<file path="src/rtl/imem_prefetch_queue.sv">
// Instruction prefetch queue: issues sequential word fetches, buffers {pc, data}
// in a small FIFO for the fetch stage, and flushes on an EX-stage redirect.
module imem_prefetch_queue #(
  parameter int          DEPTH           = 4,
  parameter int          MAX_OUTSTANDING = 2,
  parameter logic [31:0] RESET_PC        = 32'h0000_0000
) (
  input  logic                     clk,
  input  logic                     rst,
  input  logic                     redirect_en,
  input  logic [31:0]              redirect_pc,
  output logic                     mem_req_valid,
  output logic [31:0]              mem_req_addr,
  input  logic                     mem_req_ready,
  input  logic                     mem_rsp_valid,
  input  logic [31:0]              mem_rsp_data,
  output logic                     inst_valid,
  output logic [31:0]              inst_data,
  output logic [31:0]              inst_pc,
  input  logic                     inst_ready,
  output logic [$clog2(DEPTH):0]   fill_count
);

  localparam int PW = $clog2(DEPTH);
  localparam int CW = PW + 1;

  logic [31:0]   req_pc_q, req_pc_d;
  logic [31:0]   rsp_pc_q, rsp_pc_d;
  logic [CW-1:0] outst_q, outst_d;
  logic [CW-1:0] disc_q, disc_d;
  logic [CW-1:0] count_q, count_d;
  logic [PW-1:0] rd_ptr_q, rd_ptr_d;
  logic [PW-1:0] wr_ptr_q, wr_ptr_d;
  logic [31:0]   pc_mem_q   [DEPTH];
  logic [31:0]   data_mem_q [DEPTH];

  logic          rsp_ok;
  logic          req_fire;
  logic          push;
  logic          pop;
  logic [CW:0]   credit;
  logic [31:0]   redirect_aligned;

  // Words already buffered plus live (non-discarded) requests must fit the FIFO.
  assign credit           = {1'b0, count_q} + {1'b0, outst_q} - {1'b0, disc_q};
  assign redirect_aligned = {redirect_pc[31:2], 2'b00};
  assign rsp_ok           = mem_rsp_valid && (outst_q != '0);
  assign mem_req_valid    = rst && !redirect_en && (outst_q < CW'(MAX_OUTSTANDING))
                            && (credit < (CW+1)'(DEPTH));
  assign mem_req_addr     = req_pc_q;
  assign req_fire         = mem_req_valid && mem_req_ready;
  assign push             = rsp_ok && (disc_q == '0) && !redirect_en;
  assign pop              = (count_q != '0) && inst_ready;

  assign inst_valid = (count_q != '0);
  assign inst_data  = data_mem_q[rd_ptr_q];
  assign inst_pc    = pc_mem_q[rd_ptr_q];
  assign fill_count = count_q;

  always_comb begin
    req_pc_d = req_pc_q;
    rsp_pc_d = rsp_pc_q;
    outst_d  = outst_q;
    disc_d   = disc_q;
    count_d  = count_q;
    rd_ptr_d = rd_ptr_q;
    wr_ptr_d = wr_ptr_q;
    if (redirect_en) begin
      // Everything still in flight becomes stale; a response this cycle is dropped.
      req_pc_d = redirect_aligned;
      rsp_pc_d = redirect_aligned;
      outst_d  = outst_q - CW'(rsp_ok);
      disc_d   = outst_q - CW'(rsp_ok);
      count_d  = '0;
      rd_ptr_d = '0;
      wr_ptr_d = '0;
    end else begin
      if (req_fire) req_pc_d = req_pc_q + 32'd4;
      outst_d = outst_q + CW'(req_fire) - CW'(rsp_ok);
      if (rsp_ok && (disc_q != '0)) disc_d = disc_q - 1'b1;
      if (push) begin
        rsp_pc_d = rsp_pc_q + 32'd4;
        wr_ptr_d = wr_ptr_q + 1'b1;
      end
      if (pop) rd_ptr_d = rd_ptr_q + 1'b1;
      count_d = count_q + CW'(push) - CW'(pop);
    end
  end

  always_ff @(posedge clk or negedge rst) begin
    if (!rst) begin
      req_pc_q <= RESET_PC;
      rsp_pc_q <= RESET_PC;
      outst_q  <= '0;
      disc_q   <= '0;
      count_q  <= '0;
      rd_ptr_q <= '0;
      wr_ptr_q <= '0;
    end else begin
      req_pc_q <= req_pc_d;
      rsp_pc_q <= rsp_pc_d;
      outst_q  <= outst_d;
      disc_q   <= disc_d;
      count_q  <= count_d;
      rd_ptr_q <= rd_ptr_d;
      wr_ptr_q <= wr_ptr_d;
    end
  end

  // Storage is flop-based so it can clear asynchronously with the control state.
  always_ff @(posedge clk or negedge rst) begin
    if (!rst) begin
      for (int i = 0; i < DEPTH; i++) begin
        pc_mem_q[i]   <= '0;
        data_mem_q[i] <= '0;
      end
    end else if (push) begin
      pc_mem_q[wr_ptr_q]   <= rsp_pc_q;
      data_mem_q[wr_ptr_q] <= mem_rsp_data;
    end
  end

endmodule

</file>
<file path="config.mk">
export PLATFORM = sky130hd
export DESIGN_NAME = imem_prefetch_queue
export DESIGN_NICKNAME = d
export VERILOG_FILES = /design/src/rtl/imem_prefetch_queue.sv
export SDC_FILE = /design/constraint.sdc
export NUM_CORES = 1
export LEC_CHECK = 0
export CORE_ASPECT_RATIO = 0.5
export CORE_MARGIN = 1
export CORE_UTILIZATION = 32
export CTS_CLUSTER_DIAMETER = 120
export CTS_CLUSTER_SIZE = 30
export DETAILED_ROUTE_END_ITERATION = 12
export GPL_TIMING_DRIVEN = 0
export HOLD_SLACK_MARGIN = 0.06
export SLEW_MARGIN = 0
export SYNTH_ARGS = -nofsm -noshare
export SYNTH_HDL_FRONTEND = slang
export SYNTH_SLANG_ARGS = --single-unit
export TNS_END_PERCENT = 30
</file>
<file path="constraint.sdc">
create_clock -name clk -period 10 [get_ports clk]
set_input_delay 2 -clock clk [delete_from_list [all_inputs] [get_ports clk]]
set_output_delay 2 -clock clk [all_outputs]
set_load 0.01 [all_outputs]
</file>
## Yosys cells after proc, flatten, opt, wreduce, memory -nomap -nowiden

Cells that the tools add are included.

- Output and inout port bits: 101
- Flip-flop bits (word level): 333
- Logic and storage cells: 75

- Reduce and logical (&&, ||, !) cells: 19
- Bitwise operators: 2
- Multiplexer cells: 22
- $lt $le $gt $ge: 5
- $add $sub $neg: 12

Operator list:

| operator | number |
|---|---|
| $mux W32 | 9 |
| $bwmux W128 | 2 |
| $bmux W32 S2 | 2 |
| $add A32 B3 Y32 const B | 2 |
| $demux W32 S2 | 1 |
| $mux W3 | 4 |
| $logic_and A1 B1 Y1 | 10 |
| $reduce_bool A3 Y1 | 3 |
| $sub A3 B1 Y3 | 3 |
| $mux W2 | 4 |
| $reduce_bool A2 Y1 | 4 |
| $add A3 B1 Y3 | 2 |
| $ge A3 B3 Y1 const B | 2 |
| $not A2 Y3 | 2 |
| $add A2 B1 Y2 const B | 2 |
| $add A3 B3 Y4 | 1 |
| $lt A4 B3 Y1 const B | 1 |
| $sub A4 B3 Y4 | 1 |
| $logic_not A3 Y1 | 1 |
| $lt A3 B1 Y1 const B | 1 |
| $lt A3 B2 Y1 const B | 1 |
| $sub A3 B1 Y3 const B | 1 |
| $logic_not A1 Y1 | 1 |

## Longest topological paths before layout

Gate-level depths: netlist (run 1).

- Depth in word-level cells: 8
- Gate-level depth with buffers: 15

## Worst setup path after synthesis (run 1)

No wires, ideal clock.

- Path kind: input -> output
- Start: input port redirect_en
- End: output port mem_req_valid
- Buffers on the path: 1
- Path slack: 5.087 ns
- Stages on the path: 4
- Data arrival time: 2.913 ns
- Path through: nand4bb_4 or4_1 clkbuf_1 nand2_1

- Longest elaborated chain between the ends: 4

RTL lines:

| element | RTL line | text |
|---|---|---|
| from (decl) | 10 | `input logic redirect_en,` |
| $logic_not A1 Y1 | 48 | `assign mem_req_valid = rst && !redirect_en && (outst_q < CW'(MAX_OUTSTANDING))` |
| $logic_and A1 B1 Y1 (2 in series) | 48 |  |
| $logic_and A1 B1 Y1 | 49 | `&& (credit < (CW+1)'(DEPTH));` |
| to (decl) | 12 | `output logic mem_req_valid,` |

No other way between the ends.

## Final worst setup path (run 1)

- Start: input port rst
- End: output port mem_req_valid

- Longest elaborated chain between the ends: 3

RTL lines:

| element | RTL line | text |
|---|---|---|
| from (decl) | 9 | `input logic rst,` |
| $logic_and A1 B1 Y1 (2 in series) | 48 |  |
| $logic_and A1 B1 Y1 | 49 |  |

No other way between the ends.

==> results.yml, run 1 <==
cts:
  clk_pin_slew_worst_paths_ns: 0.11
  numCtsBuffers: 14
  clock_latency_ns: 0.51
  cts_hold_buf: 0
  postCtsSetupBuffers: 0
  clockBufferDepth: 3
  cts_resized: 0
  cts_tree: "yes"
  cts_root_buf: "clkbuf_16"
  cts_max_level: 1
  cts_sinks: 321
finish:
  syn_to_final_growth_pct: 19.2
  fin_nets: 1372
  drive_gt1_share_pct: 30.6
  ff_latch_area_sq_mm: 0.00803
  n_fill_cell: 4442
  multi_input_area_sq_mm: 0.00676
yosys:
  synth.yosys.seq_area_share_pct: 52.7
  netlist.area_leader.share_pct: 52.7
  ys_types: 52
  synth-main-ff-cell: "dfrtp_1"
  synth_seq_cells: 321
  synthArstFlopShare_pct: 100
  syn_area_sq_mm: 0.0152
  synth_area_per_cell_sq_um: 13.9
  synthTopCellsByArea: "dfrtp_1 (53%), mux2_2 (19%), mux4_2 (9.2%)"
  yosysWarningCount: 0
  synthCells: 1094
  synth_common_cells: "dfrtp_1 (321), mux2_2 (260), mux4_2 (62)"
  post-synth-top-count-cell: "dfrtp_1"
  synth_top_cell_by_area: "dfrtp_1"
  synth_edf_count: 0
setup_path:
  start_kind: "input port"
  critical_path_required_ns: 8.00
  reg2reg_to: "outst_q[2]"
  end_kind: "output port"
  rr_worst_depth: 13
  criticalPathCategory: "input port to output port"
  crit_arrival_ns: 4.86
  path_max_fanout: 97
  r2r_start: "fill_count[2]"
  r2r_setup_slack_ns: 5.99
sta:
  setup_viol: 0
  fin_worst_skew_ns: 0.0164
  period_needed_ns: 6.86
  fmax_mhz: 146
  max_slew_margin_pct: 46.3
  finalHoldViolations: 0
  worst_pin_slew_ns: 0.799
  finalMaxSlewViolations: 0
  hold_ws_ns: 0.511
  period_share_pct: 68.6
  grt_setup_unrepaired: "false"
worst_hold_path:
  hp-start: "pc_mem_q[28]"
  hold_class: "register to register"
  hold_depth: 1
  holdPathEnd: "pc_mem_q[28]"
placement:
  dp_hpwl_microns: 29100
  gp_congestion: 0.828
  portBuffers: 164
route:
  num_vias: 9753
  ant_nets: 0
  viasPerCell: 5.08
  wl_per_cell_microns: 20.6
  route.detailed.drc: 0
  first_pass_iters: 4
  routed_wl_microns: 39600
  drt-initial-drc-count: 483
power_and_ir_drop:
  finalPower_mw: 4.05
  power-per-cell-area_mw_per_mm2: 223
  p_leak_nw: 7.81
  ir_worst_vdd_mv: 0.0981
floorplan:
  die_w_microns: 311
  pin_count: 171
  dieArea_sq_mm: 0.0485
  die_height_microns: 156
  rows: 56
  start_util_pct: 32.5
  core_sq_mm: 0.0469
global_routing:
  grt_pass1_vias: 10700
  antenna_found_initial: 3
  grt_util_met1_pct: 19.3
  grt_pass1_wl_microns: 61700
  grt_max_degree: 98
  grt.busiest_layer: "met2"
  grt_usage_pct: 16.1
  grtUsageMet3_pct: 1.96
  overflow: 0
  globalRouteMet2Util_pct: 30.5
status:
  status: "finished, final reports clean"
flow_run:
  cap_viol_max_count: 0
[power by group]
part | switching, mW | internal, mW | total, mW | leakage (nW)
Combinational | 0.684 | 0.930 | 1.61 | 3.45
Sequential | 0.179 | 1.58 | 1.76 | 4.18
Clock | 0.405 | 0.275 | 0.680 | 0.191
Total | 1.27 | 2.78 | 4.05 | 7.81
[routing by layer]
metal	part of all wire, %	vias to the layer above
li1	-	4357
met1	41	5184
met2	54	156
met4	2.8	2
met5	0.045	-
met3	2.8	54
[worst max path at each step]
| stage | start | cells after the start | endpoint | slack (ns) |
|---|---|---|---|---|
| finish | rst | 8 | mem_req_valid | 3.14 |
| detailed placement | rst | 8 | mem_req_valid | 2.99 |
| global route | rst | 8 | mem_req_valid | 2.81 |
| global placement | rst | 5 | mem_req_valid | -7.16 |
| floorplan | redirect_en | 4 | mem_req_valid | 5.09 |
| CTS | rst | 8 | mem_req_valid | 2.98 |
[per-stage QoR]
step	area [sq um]	std cells	util [%]	setup WS, ns	TNS [ns]
floorplan	15200	1097	-	5.09	0
global placement	17700	1899	37.7	-7.16	-2234.03
detailed placement	17800	1902	37.9	2.99	0
CTS	18200	1918	38.7	2.98	0
global route	18200	1920	38.7	2.81	0
finish	18200	1920	38.7	3.14	0
[flip-flops by register name (all words and copies together), names as in the netlist]
register and flops:
data_mem_q 128, pc_mem_q 120, mem_req_addr 30, rsp_pc_q 30, disc_q 3, fill_count 3
outst_q 3, rd_ptr_q 2, wr_ptr_q 2
[cell usage in the layout (no fill, tap or decap), types with 3 or more instances in the layout]
master / count
mux2_2: 260
buf_1: 6
nor4_1: 14
o21ai_0: 19
a211oi_1: 5
clkdlybuf4s50_1: 163
inv_1: 26
a21boi_0: 6
buf_4: 4
clkbuf_16: 15
mux2i_1: 4
a21oi_1: 11
and4_1: 5
fa_1: 4
mux4_2: 62
nor2_1: 24
a31oi_1: 10
xor2_1: 17
nand2b_1: 14
nor2b_1: 4
conb_1: 4
ha_1: 18
buf_16: 3
or3_1: 13
and3_1: 17
clkbuf_1: 30
o21a_1: 6
dfrtp_1: 321
xnor2_1: 20
nand3_1: 16
o31a_1: 23
nor3_1: 18
o211ai_1: 5
buf_2: 36
nand2_1: 29
nand4_1: 16
and2_1: 7
[area by class of cell]
cell class                 count  share of cell area (%)
tap                          638                    4.39
sequential                   321                    44.2
multi-input combinational    672                    37.2
buffer                        77                    1.96
clock inverter                 1                  0.0620
antenna                        2                  0.0275
timing repair buffer         167                    9.52
clock buffer                  15                    2.07
inverter                      27                   0.558
[kinds of logic (layout without fill, tap and decap cells)]
group	after synthesis	in the layout	share of synthesized area [%]
AO/OA/AOI/OAI	96	96	4.52
XOR/XNOR	37	37	2.13
adder cells (fa/ha/maj)	22	22	2.00
buffers and inverters	104	287	3.01
flip-flops	321	321	52.7
multiplexers	326	326	28.6
other	1	6	0.0246
AND/OR/NAND/NOR	187	187	6.96
[worst max-delay path, stage by stage]
cell and delay [ns]:
buf_8 0.36, buf_16 0.40, buf_16 0.40, nand4bb_4 0.17
or4_1 0.49, clkbuf_1 0.20, nand2_1 0.16, clkdlybuf4s50_1 0.56
Note: power is estimated with default switching activity, not from simulation.
==> run 2, diff against run 1 <==
==> constraint.sdc (replaced) <==
create_clock -name clk -period 6.8 [get_ports clk]
set_input_delay 1.36 -clock clk [delete_from_list [all_inputs] [get_ports clk]]
set_output_delay 1.36 -clock clk [all_outputs]
set_load 0.01 [all_outputs]
==> results of run 2 <==
Same layout as run 1 (identical final DEF). Status: finished, final reports clean.
Main changes from that run: setup slack after placement 2.99 ns -> 1.07 ns; setup slack after layout 3.14 ns -> 1.22 ns; register-to-register setup slack 5.99 ns -> 2.79 ns; total power 4.05 mW -> 5.96 mW; worst IR drop on VDD 0.0981 mV -> 0.144 mV
